[src/rtl/instruction.sv]
// Instruction fetch stage: PC register, fixed 64-word instruction ROM and field decode.
// Optional macro INST_JUMP_EN enables execution of the j instruction (op 6'b000010).
module instruction (
    input  logic        clk,
    input  logic        rst,
    output logic [31:0] pc,
    output logic [31:0] pc_new,
    output logic [31:0] inst_code,
    output logic [5:0]  op,
    output logic [4:0]  rs,
    output logic [4:0]  rt,
    output logic [4:0]  rd,
    output logic [4:0]  shamt,
    output logic [5:0]  func,
    output logic [15:0] imm,
    output logic [25:0] addr
);

    localparam logic [5:0] OP_J = 6'b000010;

    // Power-up value keeps pc defined before the first sampled reset.
    logic [31:0] pc_q = 32'h0000_0000;
    logic [31:0] pc_d;

    function automatic logic [31:0] rom_word(input logic [5:0] idx);
        logic [31:0] w;
        case (idx)
            6'd0:    w = 32'h0022_1820;
            6'd1:    w = 32'h8C04_0008;
            6'd2:    w = 32'h0800_0000;
            default: w = 32'h0000_0000;
        endcase
        return w;
    endfunction

    assign pc        = pc_q;
    assign pc_new    = pc_q + 32'd4;
    // Only the word index selects the ROM entry, so addresses alias every 256 bytes.
    assign inst_code = rom_word(pc_q[7:2]);

    assign op    = inst_code[31:26];
    assign rs    = inst_code[25:21];
    assign rt    = inst_code[20:16];
    assign rd    = inst_code[15:11];
    assign shamt = inst_code[10:6];
    assign func  = inst_code[5:0];
    assign imm   = inst_code[15:0];
    assign addr  = inst_code[25:0];

`ifdef INST_JUMP_EN
    always_comb begin
        pc_d = pc_new;
        if (op == OP_J) begin
            pc_d = {pc_new[31:28], addr, 2'b00};
        end
    end
`else
    // j is decoded but never redirects the PC in this build.
    always_comb begin
        pc_d = pc_new;
        if (op == OP_J) begin
            pc_d = pc_new;
        end
    end
`endif

    always_ff @(posedge clk) begin
        if (rst) begin
            pc_q <= 32'h0000_0000;
        end else begin
            pc_q <= pc_d;
        end
    end

endmodule

[config.mk]
export PLATFORM = sky130hd
export DESIGN_NAME = instruction
export DESIGN_NICKNAME = d
export VERILOG_FILES = /design/src/rtl/instruction.sv
export SDC_FILE = /design/constraint.sdc
export NUM_CORES = 1
export LEC_CHECK = 0
export CAP_MARGIN = 20
export CORE_MARGIN = 5
export CORE_UTILIZATION = 36
export CTS_CLUSTER_SIZE = 28
export DETAILED_ROUTE_END_ITERATION = 16
export PLACE_DENSITY = 0.83
export SYNTH_ARGS = -nofsm -noshare
export SYNTH_HDL_FRONTEND = slang
export SYNTH_SLANG_ARGS = --single-unit
[constraint.sdc]
create_clock -name clk -period 2.8 [get_ports clk]
set_input_delay 0.42 -clock clk [delete_from_list [all_inputs] [get_ports clk]]
set_output_delay 0.42 -clock clk [all_outputs]
set_load 0.03 [all_outputs]
======== Word level (Yosys, flattened, before mapping) ========
Cells that the tools add are included.
storage, ports and cells
  register bits after elaboration ......... 32
  bits of input ports ..................... 2
operators by class
  $add $sub $neg .......................... 1
  equality and inequality tests ........... 2
  mux-type cells .......................... 1
  reductions and logical operators ........ 1
operators with widths
  cell                                                 number
  case mux 32 bit (3 select lines)                     1
  adder 32 x 3 -> 32 bit, second input constant        1
  equality test 6 x 1 -> 1 bit, second input constant  1
  equality test 6 x 2 -> 1 bit, second input constant  1
  logical NOT 6 bit                                    1

======== Longest topological paths before layout ========
Gate-level depths: netlist of run 1.
  depth in word-level cells ............... 2
  gate-level depth with buffers ........... 6
  gate-level depth less buffers ........... 5

======== Worst setup path after synthesis of run 1 ========
No wires, ideal clock.
  kind .................................... flip-flop to output port
  start point ............................. register pc_q[2], in the netlist pc[2]
  end point ............................... output pc_new[24]
  arrival time ............................ 2.274 ns
  slack ................................... 0.106 ns
  stages on the path, launching flop included .. 7
  buffers on the path ..................... 1
  path through ............................ dfxtp_1 -> ha_1 -> nand3_1 -> or2_1 -> clkbuf_1 -> nor4_1 -> xor2_1
on the way
  longest elaborated chain between the ends .. 1
RTL lines
  item                      RTL line  source
  start: declaration        22        logic [31:0] pc_q = 32'h0000_0000;
  start signal: assignment  71        pc_q <= pc_d;
  adder 32 x 3 -> 32 bit    37        assign pc_new = pc_q + 32'd4;
  end: declaration          7         output logic [31:0] pc_new,
No other way between the ends.

======== Worst setup path in the final report of run 1 ========
  start point ............................. register pc_q[4], in the netlist pc[4]
  end point ............................... output pc_new[25]
The elaborated chain is that of the path after synthesis.

==> metrics.md, run 1 <==
| Metric | Value |
|---|---|
| Worst r2r src | `pc[17]` |
| Number of buffers created by CTS | `5` |
| DRT met1 WL | `between 2 and 2.5 mm` |
| Initial antenna violation count | `0` |
| FMAX | `373 MHz` |
| Hold Violations, Final | `0` |
| Min-delay src | `pc[27]` |
| Fillers | `638` |
| Internal reg-to-reg setup slack | `between 0.7 and 0.8 ns` |
| I/O pin count | `approximately 170` |
| Lkg Pwr | `1.44 nW` |
| # DRC | `0` |
| Syn avg cell area | `8.24 um2` |
| First-pass GRT wire length | `8.70 mm` |
| Multi-input logic area | `1320 um2` |
| Setup Slack @ Placement | `0.212 ns` |
| Post-Route WL | `~5.8 mm` |
| Reg-to-reg endpoint | `pc[26]` |
| GRT Overall Usage | `12.5%` |
| Area grow syn2layout | `26.2%` |
| Vias | `1,923` |
| Final worst-path cycle share | `95.8%` |
| Initial Utilization | `around 37%` |
| Sink Count | `30` |
| Register area share after synthesis | `24.6%` |
| Post-route ant nets | `0` |
| Via density | `4.34` |
| Final slew viol count | `0` |
| Largest register FFs | `30` |
| Crit path max fanout | `8` |
| Pwr/cell area | `~400 nW/um2` |
| Die X | `between 90 and 100 um` |
| CP startpoint kind | `register` |
| I/O Buffers | `92` |
| Clk slew on worst S/H paths | `~0.060 ns` |
| Gpl congestion | `0.807` |
| Antenna diode count | `0` |
| Row count | `30` |
| Synth Warn # | `0` |
| Worst setup EP type | `output port` |
| Hold Crit Depth | `2` |
| Final HPWL DP | `4.43 mm` |
| Synth Instances | `around 300` |
| Final setup violation count | `0` |
| Nets | `370` |
| #FFs+latches synth | `30` |
| Critical Path RT | `2.38 ns` |
| HP Class | `reg -> reg` |
| Met2 wire length | `2.96 mm` |
| Hold endpoint | `pc[27]` |
| Share of layout cells above drive strength 1 | `14.3%` |
| Fin Setup TNS | `0 ns` |
| Most frequent CP cell | `or4_4` |
| CTS tree | `done` |
| Max-cap violation count | `0` |
| Total Power | `1.25 mW` |
| Tmin final | `2.68 ns` |
| Synthesized area | `2440 um2` |
| 1st-iter DRT viols | `66` |
| Clock root buffer | `clkbuf_8` |
| CP Cell Sequence | `nand4_1, or4_4, buf_2, or4_4, nand2_1, buf_4` |
| Library cells used by synthesis | `33` |
| First-pass iteration count of the detailed router | `4` |
| Crit path kind | `reg -> out` |
| Wire length on met3 | `around 470 um` |
| CP max-delay cell | `or4_4` |
| Largest net degree at the start of global routing | `39` |
| Final WS setup | `0.117 ns` |
| Die Y | `92.3 um` |
| Number of global-route vias before repair | `1,833` |
| Wire length per cell | `13.1 um` |
| Max Buffers Root-to-Sink | `2` |
| Critical Path AT | `around 2.3 ns` |
| H-tree levels | `2` |
| Worst vdd ir | `~0.24 mV` |
| Core Box Area | `6680 um2` |
| Clock Latency Late Sink | `roughly 0.28 ns` |
| Die area | `8520 um2` |
| Register area | `roughly 610 um2` |
| Layout Skew | `between 0.006 and 0.007 ns` |
| Final global-route overflow total | `0` |
| Status | `finished clean` |
| Crit path from | `pc[4]` |
| Top Layer Used | `met4` |
| Cell depth of the worst flop-to-flop path | `4` |
| CP peak stage delay | `0.60 ns` |
## synthesized netlist by cell type, drive strengths merged
cell type  number  area share, %
ha              4            2.1
inv             3           0.46
and2            2           0.51
o21a            1           0.31
nor2b          20            5.1
nor4            7            2.1
o21ai           3           0.62
clkbuf          7            1.1
nand3          12            2.5
dfxtp          30             25
nor3            5            1.2
or2             2           0.51
xnor2           7            2.5
xor2           12            4.3
nand2          16            2.5
mux2            8            3.7
o31ai           6            1.8
and3            2           0.51
conb            1           0.15
or4             7            2.6
nand4           9            2.6
and4            2           0.72
or3             3           0.77
buf           109             34
a21oi           9            1.8
nor2            9            1.4
## how the worst max path moves through the flow
stage	end	slack, ns	cells after the start
floorplan	pc_new[24]	0.11	6
global placement	pc_new[10]	0.22	5
detailed placement	pc_new[10]	0.21	5
CTS	pc_new[28]	-0.10	6
global route	pc_new[12]	-0.007	5
finish	pc_new[25]	0.12	6
## cell type report
cell class | count | share of cell area (%)
Tap cell | 80 | 3.25
Multi-Input combinational cell | 225 | 42.8
Sequential cell | 30 | 20.0
Timing Repair Buffer | 99 | 30.9
Inverter | 3 | 0.366
Clock buffer | 6 | 2.68
## layout by cell type, fill, tap and decap left out, drive strengths merged, types with 3 or more instances in the layout
cell type	n
dlymetal6s2s	3
nand3	12
mux2	8
or3	3
clkbuf	6
nor2b	20
conb	79
xnor2	7
o31ai	6
clkdlybuf4s50	73
inv	3
ha	4
buf	22
or4	7
nor2	9
nor4	7
nand2	16
nor3	5
a21oi	9
nand4	9
o21ai	3
xor2	12
dfxtp	30
## where the power goes
| part | total [mW] | switching [mW] | internal [mW] |
|---|---|---|---|
| logic | 0.468 | 0.342 | 0.125 |
| registers | 0.437 | 0.00598 | 0.431 |
| clock network | 0.343 | 0.153 | 0.189 |
| total | 1.25 | 0.502 | 0.745 |
## routing by layer
| layer | GRT usage [%] | up-vias |
|---|---|---|
| li1 | - | 943 |
| met1 | 13.9 | 888 |
| met2 | 21.3 | 88 |
| met3 | 5.61 | 4 |
| met4 | 3.84 | 0 |
| met5 | 0 | - |
## worst max-delay path: cells and delay by family, from the launching register on
kind	cells	cell delay (ns)
and+or+nand+nor	4	1.25
buffers and inverters	2	0.35
DFF	1	0.39
## repair_timing
action | 4_1_cts | 5_1_grt
buffers inserted | 4 | 1
setup endpoints to repair | 24 | 26
resized for setup | 7 | 17
hold buffers | 0 | 0
pin swaps | 2 | 3
## kinds of logic after synthesis
kind of cell | count (synthesis) | synth area share [%]
AOI/OAI and AO/OA | 19 | 4.62
xor gates and xnor gates | 19 | 6.82
adders and majority gates | 4 | 2.05
buffers and inverters | 119 | 35.1
DFF | 30 | 24.6
muxes | 8 | 3.69
other | 1 | 0.154
and+or+nand+nor | 96 | 22.9
## metrics by stage
step	utilization, %	std cells	hold slack (ns)	instance area, um2
finish	46.1	443	0.533	3080
global route	46.1	443	0.558	3080
CTS	45.2	442	0.529	3020
detailed placement	43.4	432	0.539	2900
global placement	43.4	432	0.508	2900
floorplan	-	374	0.596	2730
Power figures use the tool's default switching activity.
==> run 2: changes to the inputs <==
CAP_MARGIN = unset   (was 20)
==> results of run 2 <==
Final layout, timing and power as in run 1 (identical DEF).
==> run 3: changes to the inputs <==
SKIP_LAST_GASP = 1   (was unset)
==> results of run 3 <==
Final layout, timing and power as in run 1 (identical DEF).
==> patch 1, RTL diff (settings of run 2) <==
Build with the macro `INST_JUMP_EN` defined.
--- a/src/rtl/instruction.sv
+++ b/src/rtl/instruction.sv
@@ -2,2 +2,4 @@
 // Optional macro INST_JUMP_EN enables execution of the j instruction (op 6'b000010).
+`define INST_JUMP_EN
+
 module instruction (
Check against the original RTL: not equivalent (Yosys sat finds a counterexample within 4 cycles, from zero or initial values and one cycle with rst high).
==> patch 1 against run 2 <==
Count of clock-buffer cells in the layout is the same; final cell count grew 1.1%; first-iteration DRC count fell by 32%; register-to-register slack worse by 0.03 ns; wire length increased by 3.3%; sequential cell count is the same; synthesized area is 0.97% higher; setup slack worse by 0.0066 ns; clock skew up 0.0011 ns; core utilization rose by 0.56 points; global-route usage up 0.42 points; synthesized cell count is 1.7% higher; design area increased by 1.8%.
Power is not compared: it rests on default switching activity, and its combinational part moved more than twofold at a synthesized area within 25%.
==> patch 1: results <==
[yosys]
muxShareOfSynthArea = 0.00457
synth_area_in_compound_gates = 0.0894
post_synth_num_cell_types = 36
synth-async-reset-ratio = 0
share_of_synthesized_cell_area_in_full_adder_half_adder_and_majority_cells = 0.0203
synth_xor_xnor_area_share = 0.0569
ys_top_cells_by_count = 111 x buf_4, 30 x dfxtp_1, 26 x nand2_1, 15 x and2_1, 11 x xnor2_1
yosysWarnings = 0
synth.top_cells.by_area = buf_4 34%, dfxtp_1 24%, nand2_1 4.0%, xnor2_1 3.9%, and2_1 3.8%
syn-mean-instance-area_um2 = 8.18
synth_seq_area_share = 0.244
synth_flop_cell = dfxtp_1

[place]
place_hpwl_um = 4760
dp.cells = 441
gp_congestion = 0.732
placedInstanceArea_mm2 = 0.00297
numPortBuffers = 92

[clock_network]
insertion_delay_ns = 0.29
cts_made_buffers = 5
cts.reportedPaths.clkPinSlew_ns = 0.07
postCtsSetupBuffers = 0
clock_path_buffers = 2
cts_tree = done
clk_root_buffer_cell = clkbuf_8
clock_tree.htree_level_count = 2

[global_routing]
grt_antenna_before_repair = 0
grt.total_usage = 0.129
grt_pass1_wl_um = 8930
vias_in_the_first_global_route = 1756
maximum_number_of_pins_on_one_net_before_global_route_repair = 20

[drt]
detail_route.iter0.violations = 45
wl_per_cell_um = 13.4
routed-via-count = 1973
detail_route.first_pass.iterations = 4

[setup_path]
critical_path.max_fanout = 11
worst-endpoint-arrival_ns = 2.27

[cells_and_area]
share_of_cells_above_drive_strength_1 = 0.128
largest_register_ffs = 30
layoutNonFillerInstCount = 448
insertedDiodeCount = 0
design.final.nets = 374

[timing]
timing.clock.skew_ns = 0.00789

[hold_path]
min-delay-path-class = flop to flop

[pwr]
vdd_drop_max_uv = 310
power_leakage_nw = 1.58

[run_status]
outcome = completed
-- patch 1: critical path, cell delays in order, from the launching register on --
cell and delay, ns:
dfxtp_1 0.38, nor4_1 0.35, buf_4 0.19, and2_1 0.31
clkdlybuf4s50_1 0.74
-- patch 1: kinds of logic (layout without fill, tap and decap cells) --
family / after synthesis / in the layout
xor gates and xnor gates: 16 / 16
other: 1 / 79
buffers and inverters: 124 / 113
and+or+nand+nor: 93 / 93
muxes: 1 / 1
adders and majority gates: 4 / 4
AOI/OAI and AO/OA: 32 / 32
DFF: 30 / 30
-- patch 1: through the flow --
stage	setup slack (ns)	hold slack [ns]	total power [mW]
after floorplan	0.157	0.482	1.37
after global placement	0.254	0.496	1.50
after detailed placement	0.191	0.520	1.51
after CTS	0.00641	0.529	1.96
after global routing	-0.00561	0.553	2.02
final	0.110	0.527	1.93
-- patch 1: final timing paths --
path	endpoint	slack, ns	depth (start not counted)	start
setup / recovery	addr[18]	0.11	4	pc[5]
hold / removal	pc[19]	0.53	2	pc[19]
setup reg to reg	pc[31]	0.74	4	pc[10]
hold reg to reg	pc[19]	0.53	2	pc[19]
-- patch 1: power breakdown --
group	total [mW]	switching [mW]	internal [mW]	leakage, nW
Combinational	1.02	0.687	0.338	1.27
Sequential	0.463	0.0191	0.444	0.244
Clock	0.447	0.162	0.284	0.0573
Total	1.93	0.868	1.07	1.58
-- patch 1: final cells by class --
cell class / count / area [µm²]
Tap cell: 80 / 100
Clock inverter: 1 / 30.0
Sequential cell: 30 / 606
Fill cell: 664 / 3590
Timing Repair Buffer: 100 / 1010
Clock buffer: 6 / 82.6
Multi-Input combinational cell: 225 / 1280
Inverter: 6 / 22.5
-- patch 1: timing repair --
action                                 in CTS  in global routing
setup endpoints to repair                  20                 42
pin swaps                                   0                  1
endpoints found under the hold margin       0                  0
resized for setup                           3                 25
-- patch 1: layer usage --
metal  vias up  GRT usage  wire length, µm
met1       910      0.148             2410
met5         -          0                0
met3         4     0.0585              556
li1        966          -                -
met4         0     0.0391               40
met2        93      0.215             2980
==> patch 2, RTL diff (flow settings as in run 2) <==
Without the edit above. Put a register stage on the output `imm`, cleared by the reset. The value now appears one clock later. The other outputs are not delayed to match.
--- a/src/rtl/instruction.sv
+++ b/src/rtl/instruction.sv
@@ -46,3 +46,9 @@
     assign func  = inst_code[5:0];
-    assign imm   = inst_code[15:0];
+    always_ff @(posedge clk) begin
+        if (rst) begin
+            imm <= '0;
+        end else begin
+            imm <= inst_code[15:0];
+        end
+    end
     assign addr  = inst_code[25:0];
Check against the original RTL: not equivalent (Yosys sat finds a counterexample within 4 cycles, from zero or initial values and one cycle with rst high).
==> patch 2 against run 2 <==
Power rose by 10%; largest power group is now sequential cells; sequential cell count rose by 2; design area rose by 4.3%; wire length rose by 6.8%; synthesized area rose by 2.0%; via count rose by 3.2%; worst hold slack got worse by 0.0088 ns; final cell count rose by 2.3%; setup slack got worse by 0.022 ns; largest cell class unchanged.
==> patch 2: results <==
[timing]
timing.clock.skew_ns = 0.00767
tightestPinTransition_ns = 0.722

[clock_network]
clock_path_buffers = 2
insertion_delay_ns = 0.29
clk_root_buffer_cell = clkbuf_8
cts.reportedPaths.clkPinSlew_ns = 0.08
cts_made_buffers = 5
postCtsSetupBuffers = 0
clock_tree.htree_level_count = 2
cts_tree = done

[yosys]
share_of_synthesized_cell_area_in_full_adder_half_adder_and_majority_cells = 0.0201
ys_top_cells_by_count = 105 x buf_4, 32 x dfxtp_1, 23 x nand2_1, 20 x nor2b_1, 14 x nand3_1
synth.top_cells.by_area = buf_4 32%, dfxtp_1 26%, nor2b_1 5.0%, xor2_1 4.2%, or4_4 3.6%
synth_area_in_compound_gates = 0.0553
post_synth_num_cell_types = 32
synth-async-reset-ratio = 0
synth_flop_cell = dfxtp_1
muxShareOfSynthArea = 0.0181
yosysWarnings = 0
synth_seq_area_share = 0.257
synth_xor_xnor_area_share = 0.0598

[setup_path]
slowest_delay_ns = 0.57
worst-endpoint-arrival_ns = 2.29
critical_path.max_fanout = 5
timing.critical_path.slowest_stage_cell = or4_4
worst_path_dominant_cell_family = simple AND/OR/NAND/NOR gates
critPathLaunch = pc[16]

[hold_path]
hp-start = pc[2]
min-delay-path-class = flop to flop

[global_routing]
grt.total_usage = 0.135
vias_in_the_first_global_route = 1854
grt_use_met1 = 0.156
grt_antenna_before_repair = 0
maximum_number_of_pins_on_one_net_before_global_route_repair = 20
grt_util_met3 = 0.0539
grt_pass1_wl_um = 9410
gr-usage-met2 = 0.237

[cells_and_area]
insertedDiodeCount = 0
design.final.nets = 378
largest_register_ffs = 30
share_of_cells_above_drive_strength_1 = 0.139

[drt]
route.detailed.vias_per_inst = 4.38
detail_route.iter0.violations = 68
detail_route.first_pass.iterations = 4
drt-total-wl_um = 6190

[pwr]
power_leakage_nw = 1.59
vdd_drop_max_uv = 241

[place]
numPortBuffers = 92
gp_congestion = 0.830
place_hpwl_um = 4740

[run_status]
outcome = completed
## patch 2: cell types whose count changed after synthesis, sizes merged, moves of 4 or more
| cell | run 2 | this run |
|---|---|---|
| and3 | 2 | 6 |
| mux2 | 8 | 4 |
| nand4 | 9 | 3 |
| nand2 | 16 | 23 |
## patch 2: layer usage
metal / share of wire / vias to the layer above
met5: 0 / -
met4: 0.0036 / 0
met3: 0.083 / 4
met2: 0.51 / 79
met1: 0.40 / 928
li1: - / 974
## patch 2: worst reg2reg max path, delay by kind of cell (launching register included)
kind	cells	cell delay, ns
and+or+nand+nor	3	1.10
DFF	1	0.43
muxes	1	0.36
## patch 2: final timing paths
path	slack, ns	depth (start not counted)	end
worst max-delay path	0.09	5	pc_new[22]
worst min-delay path	0.52	1	pc[2]
worst max register to register	0.80	4	pc[31]
worst min register to register	0.52	1	pc[2]
## patch 2: final cells by class
class / instances / area [µm²]
Clock buffer: 6 / 72.6
Clock inverter: 2 / 35.0
Fill cell: 663 / 3550
Inverter: 3 / 11.3
Multi-Input combinational cell: 230 / 1350
Sequential cell: 32 / 643
Tap cell: 80 / 100
Timing Repair Buffer: 100 / 1000
## patch 2: timing repair
action	4_1_cts	5_1_grt
pin swaps	1	0
resized for setup	9	14
setup endpoints to repair	26	36
cloned	2	0
## patch 2: power breakdown
| part | internal (mW) | leakage [nW] | switching (mW) |
|---|---|---|---|
| logic | 0.126 | 1.27 | 0.336 |
| clock network | 0.264 | 0.0552 | 0.182 |
| registers | 0.461 | 0.260 | 0.00754 |
| total | 0.851 | 1.59 | 0.525 |
## patch 2: cells by family after synthesis
family / Yosys count
muxes: 4
adders and majority gates: 4
xor gates and xnor gates: 17
other: 1
and+or+nand+nor: 101
buffers and inverters: 117
DFF: 32
AOI/OAI and AO/OA: 23
## patch 2: per-stage QoR
stage | area, µm² | std cells | worst slack (ns) | total power, mW | util
2_1_floorplan | 2780 | 377 | 0.0230 | 0.946 | -
3_3_place_gp | 3040 | 443 | 0.178 | 0.932 | 0.450
3_5_place_dp | 3040 | 443 | 0.172 | 0.936 | 0.450
4_1_cts | 3170 | 453 | 0.00533 | 1.39 | 0.470
5_1_grt | 3210 | 453 | 0.00808 | 1.43 | 0.475
6_report | 3210 | 453 | 0.0947 | 1.38 | 0.475
